`src/rtl/alu_arbiter.sv`:
```
// alu_arbiter: two-port valid/ready arbiter sharing one ALU; define ALU_ARB_STATS_EN for per-port accept counters
module alu (
  input  logic [2:0]  op,
  input  logic [31:0] a,
  input  logic [31:0] b,
  output logic [31:0] y
);
  always_comb
    y = op == 3'b110 ? a - b :
        op == 3'b000 ? a & b :
        op == 3'b001 ? a | b :
        op == 3'b011 ? a ^ b :
        op == 3'b111 ? {31'd0, a < b} : a + b;
endmodule

module alu_arbiter #(
  parameter int TAG_W      = 4,
  parameter bit FIXED_PRIO = 1'b0
) (
  input  logic             clk,
  input  logic             reset,
  input  logic             req0_valid,
  output logic             req0_ready,
  input  logic [31:0]      req0_a,
  input  logic [31:0]      req0_b,
  input  logic [2:0]       req0_op,
  input  logic [TAG_W-1:0] req0_tag,
  input  logic             req1_valid,
  output logic             req1_ready,
  input  logic [31:0]      req1_a,
  input  logic [31:0]      req1_b,
  input  logic [2:0]       req1_op,
  input  logic [TAG_W-1:0] req1_tag,
  output logic             rsp_valid,
  input  logic             rsp_ready,
  output logic [31:0]      rsp_result,
  output logic             rsp_zero,
  output logic             rsp_port,
  output logic [TAG_W-1:0] rsp_tag,
  output logic             busy
`ifdef ALU_ARB_STATS_EN
  ,
  output logic [15:0]      stat_cnt0,
  output logic [15:0]      stat_cnt1
`endif
);
  typedef enum logic [1:0] {IDLE, EXEC, RESP} state_t;
  state_t state, state_nx;
  logic last_grant, grant, accept;
  logic [31:0] op_a, op_b, alu_y;
  logic [2:0] op_c;
  logic [TAG_W-1:0] op_tag;
  logic op_port;
  alu u_alu (.op(op_c), .a(op_a), .b(op_b), .y(alu_y));
  always_comb begin
    grant = req0_valid & req1_valid ? (FIXED_PRIO ? 1'b0 : ~last_grant) : req1_valid;
    req0_ready = state == IDLE & ~grant & req0_valid;
    req1_ready = state == IDLE & grant & req1_valid;
    accept = req0_ready | req1_ready;
    state_nx = state == IDLE ? (accept ? EXEC : IDLE) :
               state == EXEC ? RESP : (rsp_ready ? IDLE : RESP);
    busy = state != IDLE;
  end
  always_ff @(posedge clk) begin
    if (reset) begin
      state <= IDLE;
      last_grant <= 1'b1;
      op_a <= '0;
      op_b <= '0;
      op_c <= '0;
      op_tag <= '0;
      op_port <= 1'b0;
      rsp_valid <= 1'b0;
      rsp_result <= '0;
      rsp_zero <= 1'b0;
      rsp_port <= 1'b0;
      rsp_tag <= '0;
    end else begin
      state <= state_nx;
      if (accept) begin
        op_a <= grant ? req1_a : req0_a;
        op_b <= grant ? req1_b : req0_b;
        op_c <= grant ? req1_op : req0_op;
        op_tag <= grant ? req1_tag : req0_tag;
        op_port <= grant;
        last_grant <= grant;
      end
      if (state == EXEC) begin
        rsp_result <= alu_y;
        rsp_zero <= alu_y == 32'd0;
        rsp_port <= op_port;
        rsp_tag <= op_tag;
        rsp_valid <= 1'b1;
      end else if (state == RESP && rsp_ready)
        rsp_valid <= 1'b0;
    end
  end
`ifdef ALU_ARB_STATS_EN
  always_ff @(posedge clk) begin
    if (reset) begin
      stat_cnt0 <= '0;
      stat_cnt1 <= '0;
    end else begin
      if (req0_ready && !(&stat_cnt0)) stat_cnt0 <= stat_cnt0 + 16'd1;
      if (req1_ready && !(&stat_cnt1)) stat_cnt1 <= stat_cnt1 + 16'd1;
    end
  end
`endif
endmodule

```
`config.mk`:
```
export PLATFORM = sky130hd
export DESIGN_NAME = alu_arbiter
export DESIGN_NICKNAME = d
export VERILOG_FILES = /design/src/rtl/alu_arbiter.sv
export SDC_FILE = /design/constraint.sdc
export NUM_CORES = 1
export LEC_CHECK = 0
export ABC_AREA = 0
export ABC_CLOCK_PERIOD_IN_PS = 7050
export CORE_MARGIN = 4
export CORE_UTILIZATION = 35
export DETAILED_ROUTE_END_ITERATION = 8
export GPL_TIMING_DRIVEN = 0
export PLACE_DENSITY_LB_ADDON = 0.08
export SLEW_MARGIN = 20
export SYNTH_ARGS = -nofsm -noshare
export SYNTH_HDL_FRONTEND = slang
export SYNTH_SLANG_ARGS = --single-unit
export TNS_END_PERCENT = 1
```
`constraint.sdc`:
```
create_clock -name clk -period 7.05 [get_ports clk]
set_clock_uncertainty 0.2 [all_clocks]
set_input_delay 1.41 -clock clk [delete_from_list [all_inputs] [get_ports clk]]
set_output_delay 1.41 -clock clk [all_outputs]
set_load 0.01 [all_outputs]
```
==> results of run 1 <==
[final timing paths]
path	to	cells after the start
min reg2reg	rsp_port$_SDFFE_PP0P_	2
max	req0_ready	6
max reg2reg	rsp_zero$_SDFFE_PP0P_	14
min	rsp_port$_SDFFE_PP0P_	2
[worst max-delay path: stages]
cell	delay [ns]
clkdlybuf4s50_1	0.50
a21boi_0	0.18
clkbuf_1	0.82
buf_1	0.57
nor2_1	0.11
clkdlybuf4s50_1	0.50
[final cells by class]
cell class                      instances  share of cell area
Tap cell                              390             0.03564
Buffer                                107             0.03436
Sequential cell                       114              0.1667
Antenna cell                            1           0.0001827
Inverter                              100             0.02760
Timing Repair Buffer                  187              0.1367
Clock buffer                           17             0.03107
Multi-Input combinational cell       1119              0.5542
Clock inverter                         15             0.01361
[stage by stage]
stage,cell area (um2),util,std cells
floorplan,10710,-,1440
global placement,13070,0.4374,2017
detailed placement,13070,0.4376,2017
CTS,13690,0.4581,2049
global route,13690,0.4583,2049
finish,13690,0.4583,2050
[cells in the mapped netlist (all sizes together) (6+ instances only)]
cell type	n	share of area
nor2	203	0.071
a21oi	145	0.070
dfxtp	114	0.21
a211oi	106	0.074
ha	103	0.12
inv	99	0.035
nand2	98	0.034
mux2i	81	0.076
clkbuf	62	0.022
o21ai	62	0.029
buf	45	0.022
xnor2	33	0.027
nor3	32	0.015
o211ai	23	0.017
o22ai	15	0.0088
o31ai	13	0.0091
nor2b	11	0.0064
nor4	11	0.0084
a22oi	10	0.0070
nand3	10	0.0047
a221oi	8	0.0071
nand4	8	0.0047
o221ai	8	0.0065
a21o	7	0.0049
nand2b	7	0.0041
o2111ai	7	0.0057
o21bai	7	0.0049
a211o	6	0.0049
a31oi	6	0.0035
[state kept, by name, summed over array words and instances (netlist names)]
name and flops:
op_tag 4, state 2, rsp_result 32, rsp_tag 4
op_b 32, op_c 3, rsp_zero 1, op_port 1
rsp_valid 1, last_grant 1, op_a 32, rsp_port 1
[power groups by stage]
stage / logic, mW / registers (mW) / clock network [mW]
after detailed placement: 1.72 / 0.809 / 0
after global routing: 1.91 / 0.807 / 1.01
final: 1.77 / 0.794 / 0.983
after floorplan: 1.09 / 0.799 / 0
after global placement: 1.72 / 0.805 / 0
after CTS: 1.73 / 0.795 / 0.983
[layer usage]
metal | vias up | global-route usage | part of all wire
li1 | 5606 | - | -
met1 | 5547 | 0.3839 | 0.45
met2 | 523 | 0.4170 | 0.43
met3 | 97 | 0.04760 | 0.081
met4 | 0 | 0.1019 | 0.035
met5 | - | 0 | 0
[cell families (layout without fill, tap and decap cells)]
family          count (synthesis)  after routing  share of synthesized area
flops                         114            114                     0.2132
other cells                     0              1                          0
compound gates                476            476                     0.3002
fa+ha+maj                     105            105                     0.1241
xor+xnor                       38             38                    0.03109
buf+inv                       207            426                    0.07923
mux                            84             84                    0.07888
simple gates                  416            416                     0.1733
==> flow_metrics.env, run 1 <==
export IMPL_hp_class="flop to flop"
export IMPL_holdWs_ns=0.2529
export IMPL_reg2reg_slack_ns=2.21
export IMPL_netlist_instances=1440
export IMPL_critPathCaptureType="primary output"
export IMPL_rows=63
export IMPL_clockRootBuffer="clkbuf_16"
export IMPL_grt_pass1_wl_mm=69.60
export IMPL_drc_errors=0
export IMPL_worst_slew_pin_slew_ns=1.085
export IMPL_setup_viol=0
export IMPL_p_int_mw=1.911
export IMPL_cp_data_required_time_ns=5.44
export IMPL_slew_headroom=0.2767
export IMPL_wire_per_inst_um=23.09
export IMPL_portBuffers=187
export IMPL_synth_fp_nets=1692
export IMPL_die_w_um=182.9
export IMPL_ios=189
export IMPL_place_ws_ns=1.243
export IMPL_post_route_period_util=0.8111
export IMPL_die_y_um=182.9
export IMPL_start_util=0.3584
export IMPL_r2r_start="op_a[6]$_SDFFE_PP0P_"
export IMPL_drt_first_pass_iters=6
export IMPL_syn_to_final_growth_pct=27.89
export IMPL_sequentialPowerShare=0.224
export IMPL_hold_violations=0
export IMPL_track_usage=0.2724
export IMPL_ys_types=80
export IMPL_crit_fanout=10
export IMPL_finalPower_mw=3.547
export IMPL_grt_max_degree=17
export IMPL_clkPwrFrac=0.277
export IMPL_min_from="op_port$_SDFFE_PP0P_"
export IMPL_routed_wl_mm=47.33
export IMPL_setup_ws_ns=1.332
export IMPL_status="complete, no violations"
export IMPL_max_freq_mhz=174.9
export IMPL_synth_edf_count=0
export IMPL_cts_made_buffers=17
export IMPL_drt_vias_per_instance=5.743
export IMPL_switching_share=0.4613
export IMPL_mostFrequentLayoutCell="nor2_1"
export IMPL_drv_slew=0
export IMPL_synth_async_sr_flop_share=0
export IMPL_yosysWarnings=0
export IMPL_core_area_um2=29870
export IMPL_clock_path_buffers=2
export IMPL_postCtsHoldBufs=0
export IMPL_startpoint="req1_valid"
export IMPL_cts_max_level=4
export IMPL_power_density_nw_per_um2=259.0
export IMPL_gr_total_overflow=0
export IMPL_p_sw_mw=1.636
export IMPL_vias=11770
export IMPL_synth_main_ff_cell="dfxtp_1"
export IMPL_drt_iter0_drc=1049
export IMPL_irDropWorstVdd_mv=0.1808
export IMPL_grt_pass1_vias=11100
export IMPL_cp_arrival_ns=4.11
export IMPL_dp_hpwl_mm=36.94
export IMPL_min_period_ns=5.718
export IMPL_path_clk_slew_ns=0.07
export IMPL_gp_congestion=0.9381
export IMPL_avgSynthCellArea_um2=7.435
export IMPL_antenna_found_initial=0
export IMPL_leakage_nw=5.243
export IMPL_start_kind="primary input"
export IMPL_final_cell_mix="nor2_1 (200), clkdlybuf4s50_1 (187), a21oi_1 (142)"
export IMPL_yosysSeqAreaShare=0.2132
export IMPL_drive_above_1_share=0.06088
export IMPL_critPathKind="primary input to primary output"
export IMPL_fillers=3089
export IMPL_clock_latency_ns=0.44
export IMPL_rsz0062_at_grt="false"
export IMPL_die_area_um2=33450
export IMPL_cts_setup_buffers=0
export IMPL_cts_tree="yes"
export IMPL_cts_sinks=114
export IMPL_regArea_um2=2282
export IMPL_multi_input_area_um2=7589
export IMPL_cts_resized=0
export IMPL_synth_seq_cells=114
export IMPL_maxCapViolations=0
export IMPL_fin_tns_setup_ns=0
export IMPL_syn_cell_area_um2=10710
export IMPL_fin_nets=1898
export IMPL_combPwrFrac=0.499
export IMPL_ant_nets=0
No activity file was read; power rests on OpenSTA's default activity.
==> inputs of run 2 (changes only) <==
--- a/config.mk
+++ b/config.mk
@@ -6,7 +6,7 @@
 export NUM_CORES = 1
 export LEC_CHECK = 0
 export ABC_AREA = 0
-export ABC_CLOCK_PERIOD_IN_PS = 7050
+export ABC_CLOCK_PERIOD_IN_PS = 4890
 export CORE_MARGIN = 4
 export CORE_UTILIZATION = 35
 export DETAILED_ROUTE_END_ITERATION = 8
==> constraint.sdc (replaced) <==
create_clock -name clk -period 4.89 [get_ports clk]
set_clock_uncertainty 0.2 [all_clocks]
set_input_delay 0.978 -clock clk [delete_from_list [all_inputs] [get_ports clk]]
set_output_delay 0.978 -clock clk [all_outputs]
set_load 0.01 [all_outputs]
==> run 2 against run 1 <==
Clock power up 43%. Non-clock buffer count stayed put. Sequential share of layout area about the same. Via count shrank 0.64%. Power increased by 44%. Utilization barely moved. Sequential power grew 44%. Critical endpoint is now rsp_zero$_SDFFE_PP0P_. Largest cell class unchanged.
==> flow_metrics.env, run 2 (synthesized netlist as in run 1, its figures left out) <==
export IMPL_reg2reg_slack_ns=0.11
export IMPL_post_route_period_util=0.9772
export IMPL_drt_first_pass_iters=6
export IMPL_critPathCaptureType="flop"
export IMPL_r2r_start="op_a[2]$_SDFFE_PP0P_"
export IMPL_cts_setup_buffers=0
export IMPL_rows=63
export IMPL_ff2ff_path_depth=14
export IMPL_grt_pass1_vias=11100
export IMPL_path_cells="inv_1 > ha_1 > buf_2 > nor2b_1 > o211ai_1 > a21oi_1 > a211oi_1 > a21oi_1 > nand2_1 > a21oi_1 > o21ai_0 > nor4_1 > nand4_1 > o41ai_2"
export IMPL_critPathKind="flop to flop"
export IMPL_die_w_um=182.9
export IMPL_drt_iter0_drc=1171
export IMPL_setup_viol=0
export IMPL_dp_hpwl_mm=36.94
export IMPL_clockRootBuffer="clkbuf_16"
export IMPL_clock_path_buffers=2
export IMPL_holdWs_ns=0.2529
export IMPL_drt_vias_per_instance=5.706
export IMPL_min_to="rsp_port$_SDFFE_PP0P_"
export IMPL_min_from="op_port$_SDFFE_PP0P_"
export IMPL_final_cell_mix="nor2_1 (200), clkdlybuf4s50_1 (187), a21oi_1 (141)"
export IMPL_status="complete, no violations"
export IMPL_slew_headroom=0.3521
export IMPL_slowest_delay_ns=0.76
export IMPL_cts_sinks=114
export IMPL_postCtsHoldBufs=0
export IMPL_cts_tree="yes"
export IMPL_grt_max_degree=17
export IMPL_path_clk_slew_ns=0.07
export IMPL_drive_above_1_share=0.06269
export IMPL_ios=189
export IMPL_irDropWorstVdd_mv=0.2585
export IMPL_crit_top_cell="a21oi_1"
export IMPL_rsz0062_at_grt="false"
export IMPL_min_path_cells=2
export IMPL_max_freq_mhz=209.3
export IMPL_maxCapViolations=0
export IMPL_fin_nets=1898
export IMPL_drv_slew=0
export IMPL_grt_pass1_wl_mm=69.61
export IMPL_hold_violations=0
export IMPL_mostFrequentLayoutCell="nor2_1"
export IMPL_slowest_stage="a21oi_1"
export IMPL_leakage_nw=5.249
export IMPL_drc_errors=0
export IMPL_hp_class="flop to flop"
export IMPL_ant_nets=0
export IMPL_cp_data_required_time_ns=5.03
export IMPL_clock_latency_ns=0.44
export IMPL_start_kind="flop"
export IMPL_vias=11700
export IMPL_syn_to_final_growth_pct=28.00
export IMPL_min_period_ns=4.778
export IMPL_cts_resized=1
export IMPL_wire_per_inst_um=23.09
export IMPL_die_area_um2=33450
export IMPL_portBuffers=187
export IMPL_power_density_nw_per_um2=372.9
export IMPL_antenna_found_initial=0
export IMPL_fin_tns_setup_ns=0
export IMPL_gr_total_overflow=0
export IMPL_worst_slew_pin_slew_ns=0.9718
export IMPL_r2r_end="rsp_zero$_SDFFE_PP0P_"
export IMPL_die_y_um=182.9
export IMPL_crit_fanout=10
export IMPL_track_usage=0.2725
export IMPL_routed_wl_mm=47.33
export IMPL_core_area_um2=29870
export IMPL_start_util=0.3584
export IMPL_gp_congestion=0.9381
export IMPL_cp_arrival_ns=4.92
export IMPL_cts_made_buffers=17
export IMPL_cts_max_level=4
export IMPL_biggestRegsByFlops="op_a (32), op_b (32), rsp_result (32)"
[run 2: report_power, final]
group | switching (mW) | internal [mW]
clock | 0.635 | 0.779
sequential | 0.102 | 1.04
combinational | 1.62 | 0.934
[run 2: per-layer routing]
layer | vias up | track usage | share of wire
met2 | 554 | 0.4147 | 0.43
met3 | 91 | 0.04760 | 0.083
li1 | 5602 | - | -
met4 | 0 | 0.1019 | 0.032
met5 | - | 0 | 0
met1 | 5451 | 0.3860 | 0.45
[run 2: worst max-delay path: cells and delay by family (launching register included)]
kind                       cells  cell delay (ns)
AOI/OAI and AO/OA              7             2.52
and+or+nand+nor                4             0.93
DFF                            1             0.43
adders and majority gates      1             0.33
buffers and inverters          2             0.27
[run 2: worst max-delay path by stage]
stage | slack (ns) | end | startpoint | cells after the start
2_1_floorplan | 1.39 | rsp_zero$_SDFFE_PP0P_ | op_a[0]$_SDFFE_PP0P_ | 15
3_3_place_gp | -0.02 | req0_ready | req1_valid | 6
3_5_place_dp | -0.05 | req0_ready | req1_valid | 6
4_1_cts | 0.21 | rsp_zero$_SDFFE_PP0P_ | op_a[9]$_SDFFE_PP0P_ | 14
5_1_grt | 0.02 | rsp_zero$_SDFFE_PP0P_ | op_a[2]$_SDFFE_PP0P_ | 14
6_report | 0.11 | rsp_zero$_SDFFE_PP0P_ | op_a[2]$_SDFFE_PP0P_ | 14
[run 2: stage by stage]
stage | worst slack, ns | cell area [um2] | total power [mW] | util | std cells
2_1_floorplan | 1.388 | 10710 | 2.731 | - | 1440
3_3_place_gp | -0.01579 | 13070 | 3.641 | 0.4374 | 2017
3_5_place_dp | -0.05280 | 13070 | 3.645 | 0.4376 | 2017
4_1_cts | 0.2069 | 13690 | 5.054 | 0.4581 | 2049
5_1_grt | 0.02496 | 13700 | 5.379 | 0.4586 | 2049
6_report | 0.1116 | 13700 | 5.111 | 0.4587 | 2050
[run 2: area by class of cell]
class | count | area, um2
Clock inverter | 15 | 186.4
Buffer | 107 | 471.7
Antenna cell | 1 | 2.502
Multi-Input combinational cell | 1119 | 7599
Inverter | 100 | 377.9
Fill cell | 3090 | 16170
Sequential cell | 114 | 2282
Clock buffer | 17 | 425.4
Tap cell | 390 | 488.0
Timing Repair Buffer | 187 | 1872
==> inputs of run 3 (changes only) <==
==> constraint.sdc (replaced) <==
create_clock -name clk -period 4.89 [get_ports clk]
set_clock_uncertainty 0.2 [all_clocks]
set_input_delay 0.978 -clock clk [delete_from_list [all_inputs] [get_ports clk]]
set_output_delay 0.978 -clock clk [all_outputs]
set_load 0.005 [all_outputs]
==> results of run 3 <==
Same layout as run 2 (identical final DEF). Status: complete, no violations.
Main changes from that run: setup slack after placement -0.05280 ns -> -0.01948 ns; total power 5.111 mW -> 5.097 mW
